[src/rtl/bin_to_bcd_seq.sv]
// -----------------------------------------------------------------------------
// bin_to_bcd_seq
//
// Sequential binary-to-BCD converter placed after the ALU result bus. It
// converts the unsigned 2*Bits-bit ALU result into DIGITS packed decimal digits
// for the seven-segment decoders. It uses shift-and-add-3 (double dabble) and
// processes one bit per clock, so no divider is needed.
//
// A conversion starts from IDLE on `start`. It also starts when `auto_en` is
// set and `valor` differs from the last value accepted. A conversion takes
// 2*Bits cycles, and `done` pulses for one cycle when the result is published.
//
// Parameters:
//   Bits    ALU operand width; the converted value is 2*Bits bits wide.
//   DIGITS  number of BCD digits produced (digit 0 = units).
//
// Ports:
//   clk      system clock, rising edge
//   rst      asynchronous, active-high reset
//   valor    [2*Bits-1:0]  unsigned binary value to convert
//   start    level-sampled conversion request, honoured only in IDLE
//   auto_en  1 = convert whenever `valor` differs from the last accepted value
//   busy     high while a conversion is in progress
//   done     one-cycle pulse when `bcd`/`ovf` carry a new result
//   bcd      [4*DIGITS-1:0] packed digits, bits [4i+3:4i] = digit i; held
//   ovf      1 = last converted value did not fit in DIGITS decimal digits
// -----------------------------------------------------------------------------
module bin_to_bcd_seq #(
    parameter int Bits   = 4,
    parameter int DIGITS = 3
) (
    input  logic                  clk,
    input  logic                  rst,
    input  logic [2*Bits-1:0]     valor,
    input  logic                  start,
    input  logic                  auto_en,
    output logic                  busy,
    output logic                  done,
    output logic [4*DIGITS-1:0]   bcd,
    output logic                  ovf
);

    localparam int W  = 2 * Bits;
    localparam int BW = 4 * DIGITS;
    localparam int CW = (W > 1) ? $clog2(W) : 1;

    typedef enum logic {
        IDLE  = 1'b0,
        SHIFT = 1'b1
    } state_t;

    state_t          state_q,  state_d;
    logic [W-1:0]    bin_q,    bin_d;     // binary half of the shift vector
    logic [BW-1:0]   dig_q,    dig_d;     // scratch digits, never visible on bcd
    logic [CW-1:0]   cnt_q,    cnt_d;     // bits shifted so far
    logic            sticky_q, sticky_d;  // a 1 has left the top digit
    logic [W-1:0]    ultimo_q, ultimo_d;  // last accepted value, for auto mode
    logic            busy_q,   busy_d;
    logic            done_q,   done_d;
    logic [BW-1:0]   bcd_q,    bcd_d;
    logic            ovf_q,    ovf_d;

    logic [BW-1:0]   dig_adj;
    logic [BW-1:0]   dig_shift;
    logic            carry_out;
    logic            trigger;

    // NOTE: combinational logic uses blocking '=' so later statements see the
    // earlier results (dig_adj feeds dig_shift). The flop block below uses '<='.
    always_comb begin
        // NOTE: every signal gets a default value first. Without it, any path
        // through the case that skips an assignment would infer a latch.
        state_d  = state_q;
        bin_d    = bin_q;
        dig_d    = dig_q;
        cnt_d    = cnt_q;
        sticky_d = sticky_q;
        ultimo_d = ultimo_q;
        busy_d   = busy_q;
        done_d   = 1'b0;
        bcd_d    = bcd_q;
        ovf_d    = ovf_q;
        trigger  = 1'b0;

        // Add 3 to every digit that is 5 or more. A digit never exceeds 9
        // before this step, so the result always fits in 4 bits.
        dig_adj = dig_q;
        for (int i = 0; i < DIGITS; i++) begin
            if (dig_q[4*i +: 4] >= 4'd5) begin
                dig_adj[4*i +: 4] = dig_q[4*i +: 4] + 4'd3;
            end
        end

        // Shift {digits, binary} left by one. The bit leaving the top digit
        // would start digit DIGITS, so it marks an overflow.
        carry_out = dig_adj[BW-1];
        dig_shift = {dig_adj[BW-2:0], bin_q[W-1]};

        case (state_q)
            IDLE: begin
                trigger = start | (auto_en & (valor != ultimo_q));
                if (trigger) begin
                    bin_d    = valor;
                    ultimo_d = valor;
                    dig_d    = '0;
                    cnt_d    = '0;
                    sticky_d = 1'b0;
                    busy_d   = 1'b1;
                    state_d  = SHIFT;
                end
            end

            SHIFT: begin
                dig_d    = dig_shift;
                bin_d    = {bin_q[W-2:0], 1'b0};
                sticky_d = sticky_q | carry_out;
                cnt_d    = cnt_q + CW'(1);
                if (cnt_q == CW'(W - 1)) begin
                    // Publish only the finished digits, so `bcd` never
                    // shows a partial result.
                    bcd_d   = dig_shift;
                    ovf_d   = sticky_q | carry_out;
                    done_d  = 1'b1;
                    busy_d  = 1'b0;
                    cnt_d   = '0;
                    state_d = IDLE;
                end
            end

            default: begin
                state_d = IDLE;
                busy_d  = 1'b0;
            end
        endcase
    end

    always_ff @(posedge clk or posedge rst) begin
        if (rst) begin
            state_q  <= IDLE;
            bin_q    <= '0;
            dig_q    <= '0;
            cnt_q    <= '0;
            sticky_q <= 1'b0;
            ultimo_q <= '0;
            busy_q   <= 1'b0;
            done_q   <= 1'b0;
            bcd_q    <= '0;
            ovf_q    <= 1'b0;
        end else begin
            state_q  <= state_d;
            bin_q    <= bin_d;
            dig_q    <= dig_d;
            cnt_q    <= cnt_d;
            sticky_q <= sticky_d;
            ultimo_q <= ultimo_d;
            busy_q   <= busy_d;
            done_q   <= done_d;
            bcd_q    <= bcd_d;
            ovf_q    <= ovf_d;
        end
    end

    assign busy = busy_q;
    assign done = done_q;
    assign bcd  = bcd_q;
    assign ovf  = ovf_q;

endmodule

[config.mk]
export PLATFORM = sky130hd
export DESIGN_NAME = bin_to_bcd_seq
export DESIGN_NICKNAME = d
export VERILOG_FILES = /design/src/rtl/bin_to_bcd_seq.sv
export SDC_FILE = /design/constraint.sdc
export NUM_CORES = 1
export LEC_CHECK = 0
export ABC_AREA = 1
export CAP_MARGIN = 20
export CELL_PAD_IN_SITES_DETAIL_PLACEMENT = 1
export CELL_PAD_IN_SITES_GLOBAL_PLACEMENT = 2
export CORE_ASPECT_RATIO = 1.25
export CORE_UTILIZATION = 34
export CTS_CLUSTER_DIAMETER = 120
export CTS_CLUSTER_SIZE = 16
export DETAILED_ROUTE_END_ITERATION = 16
export GPL_ROUTABILITY_DRIVEN = 0
export PLACE_DENSITY_LB_ADDON = 0.1
export SYNTH_ARGS = -nofsm -noshare
export SYNTH_HDL_FRONTEND = slang
export SYNTH_SLANG_ARGS = --single-unit
export TNS_END_PERCENT = 5
[constraint.sdc]
create_clock -name clk -period 2.3 [get_ports clk]
set_clock_uncertainty 0.2 [all_clocks]
set_input_delay 0.46 -clock clk [delete_from_list [all_inputs] [get_ports clk]]
set_output_delay 0.46 -clock clk [all_outputs]
set_load 0.05 [all_outputs]
==> flow_metrics.py, run 1 <==
metrics = {
    "worst_setup_path": {
        "max_stage_delay_ns": 0.81,
        "cp_cell_sequence": "clkdlybuf4s50_1",
        "crit_family": "buffers and inverters",
        "crit_path_max_fanout": 2,
        "critPathKind": "flip-flop to primary output",
        "cpMaxStageDelayCell": "clkdlybuf4s50_1",
        "rrSetupSlack_ns": 0.37,
        "r2r_start": "dig_q[8]$_DFFE_PP0P_",
        "crit_arrival_ns": 1.49,
        "rr_worst_depth": 8,
        "end_kind": "primary output",
        "timing.rr.end": "dig_q[10]$_DFFE_PP0P_",
        "startpoint_type": "flip-flop",
        "worstPathRequired_ns": 1.64,
        "path_buf_inv": 1,
    },
    "synth": {
        "yosysSeqAreaShare_pct": 51.17,
        "syn_area_per_cell_sq_um": 8.598,
        "synth.top_cells.by_area": "dfrtp_1 51%, nand2_1 14%, nand3_1 5.8%, inv_1 5.0%, ha_1 4.3%",
        "synthSimpleGateAreaFrac_pct": 25.48,
        "muxShareOfSynthArea_pct": 0,
        "synthAdderAreaFrac_pct": 4.264,
        "synth_top_area_share_pct": 51.17,
        "yosysWarnings": 0,
        "synth_compound_area_share_pct": 9.062,
        "netlist_area_sq_mm": 0.002347,
        "synth_top_family_by_area": "simple AND/OR/NAND/NOR gates",
        "synth_area_leader_cell": "dfrtp_1",
        "postSynthCellCount": 273,
        "synth-xor-area-share_pct": 2.985,
        "synth_seq_cells": 48,
        "synth_nets": 293,
        "ys_types": 24,
    },
    "sta": {
        "rsz0062_at_grt": "false",
        "slew_viol_final": 0,
        "fin_crit_ns": 2.149,
        "finalHoldViolCount": 0,
        "fin_crit_sh_pct": 93.42,
        "worstMarginPinSlew_ns": 0.5099,
        "tns_ns": 0,
        "timing.slew.headroom_pct": 65.90,
        "finalSetupViolCount": 0,
        "setup_ws_ns": 0.1513,
        "fmax_mhz": 465.4,
    },
    "cts": {
        "cts.clk_slew.worst_paths_ns": 0.09,
        "cts_tree": "done",
        "clk_path_buf_depth": 2,
        "clock_latency_ns": 0.30,
        "cts_resized": 0,
        "post_cts_buffers": 0,
        "numCtsBuffers": 5,
        "hold_buffers": 0,
        "cts_sinks": 48,
        "htreeDepth": 2,
        "root_buffer": "clkbuf_8",
    },
    "global_route": {
        "antenna_found_initial": 0,
        "grt_pass1_vias": 1962,
        "grt_overflow": 0,
        "grt_use_total_pct": 17.20,
        "grt_start_max_net_pins": 49,
        "grt_pass1_wl_microns": 9618,
    },
    "floorplanning": {
        "die_y_microns": 94.90,
        "core-area_sq_mm": 0.006606,
        "start_util_pct": 35.53,
        "pin_count": 27,
        "die-area_sq_mm": 0.007242,
        "die_w_microns": 76.32,
        "fp-row-count": 33,
    },
    "placement": {
        "port_buffers": 26,
        "dp_hpwl_microns": 3804,
        "pre_cts_ws_ns": -0.03540,
        "dpl.cell_count": 385,
    },
    "hold_path": {
        "hold_path.class": "flip-flop to flip-flop",
        "min_to": "sticky_q$_DFFE_PP0P_",
        "hp-start": "sticky_q$_DFFE_PP0P_",
        "whs_path_depth": 2,
    },
    "pwr": {
        "p_total_w": 0.004250,
        "powerDensity_mw_per_mm2": 1500,
        "power.leakage_nw": 1.435,
        "ir_drop_mv": 0.4910,
    },
    "route": {
        "drt_wl_total_microns": 5342,
        "post_drt_wl_per_cell_microns": 13.63,
        "drt-initial-drc-count": 68,
        "via_per_inst": 4.681,
        "ant_nets": 0,
        "route.detailed.drc": 0,
        "vias": 1835,
        "drtPass1Iterations": 4,
    },
    "cells_and_area": {
        "fin_nets": 325,
        "fin_cells": 392,
        "antennaDiodeCount": 0,
        "area_delta_synth_final_pct": 20.68,
        "final_layout_size_suffix_gt1_share_pct": 9.836,
    },
    "run": {
        "maxCapViolations": 0,
    },
    "outcome": {
        "status": "completed",
    },
}
## placed cells by master (no fill, tap or decap), types with 6 or more instances in the layout
master / Yosys / layout
nand2_1: 89 / 89
dfrtp_1: 48 / 48
inv_1: 31 / 30
nand3_1: 27 / 27
clkdlybuf4s50_1: 0 / 26
o21ai_0: 19 / 19
ha_1: 8 / 8
nor2_1: 7 / 7
nand4_1: 7 / 7
clkbuf_8: 0 / 7
o21ai_2: 6 / 6
buf_4: 0 / 6
## flip-flops by register name, indices dropped and copies added, names as in the netlist
signal and cells:
bin_q 8, state_q 1, ovf 1, done 1, bcd 12, dig_q 12
ultimo_q 8, cnt_q 3, busy 1, sticky_q 1
## per-layer routing
metal / vias to the layer above / wire (microns) / part of all wire (%) / GRT usage (%)
li1: 927 / - / - / -
met5: - / 0 / 0 / 0
met4: 0 / 76 / 1.4 / 6.891
met3: 5 / 110 / 2.1 / 3.188
met2: 25 / 2755 / 52 / 31.61
met1: 878 / 2399 / 45 / 19.71
## report_power, final
group	switching [W]	internal, W
registers	0.000251	0.00125
clock network	0.000278	0.000268
logic	0.00142	0.000788
total	0.00195	0.00230
## stage by stage
step           hold slack (ns)  area (sq um)  util (%)
6_report                0.2747          2833     42.88
2_1_floorplan           0.2367          2347         -
5_1_grt                 0.3144          2833     42.88
3_5_place_dp            0.2542          2736     41.42
4_1_cts                 0.2759          2833     42.88
3_3_place_gp            0.2569          2736     41.42
## layout make-up
class | instances | area (sq um)
fillers | 798 | 3774
well taps | 87 | 108.9
inverters | 32 | 120.1
repair buffers | 33 | 325.3
clock buffers | 7 | 96.34
multi-input cells | 185 | 980.9
flip-flops and latches | 48 | 1201
## synth_stat cells
cell,instances
nand4_1,7
nand2_2,1
xor2_1,5
o21ai_1,1
clkinv_1,1
nor2_1,7
o21ai_2,6
ha_1,8
a21oi_1,2
nand2_4,2
or2_1,1
or2_2,1
xnor2_1,3
dfrtp_1,48
nand2_1,89
a21boi_1,1
clkbuf_1,6
o21bai_2,3
nand3_4,1
nand3_1,27
inv_1,31
a21oi_2,1
o21ai_0,19
buf_6,2
## worst max path at each step
| stage | depth (start not counted) | to | from |
|---|---|---|---|
| 2_1_floorplan | 1 | bcd[0]$_DFFE_PP0P_ | rst |
| 3_3_place_gp | 10 | busy$_DFFE_PP0P_ | valor[5] |
| 3_5_place_dp | 10 | busy$_DFFE_PP0P_ | valor[5] |
| 4_1_cts | 1 | bcd[0] | bcd[0]$_DFFE_PP0P_ |
| 5_1_grt | 1 | bcd[3] | bcd[3]$_DFFE_PP0P_ |
| 6_report | 1 | bcd[0] | bcd[0]$_DFFE_PP0P_ |
## cells by family after synthesis
| family | after synthesis |
|---|---|
| simple gates | 136 |
| flops | 48 |
| buf+inv | 40 |
| compound gates | 33 |
| xor+xnor | 8 |
| fa+ha+maj | 8 |
(Power assumes the default switching activity.)
==> run 2: changes to the inputs <==
SLEW_MARGIN = 20   (was not set)
==> results of run 2 <==
Final layout, timing and power as in run 1 (identical DEF).
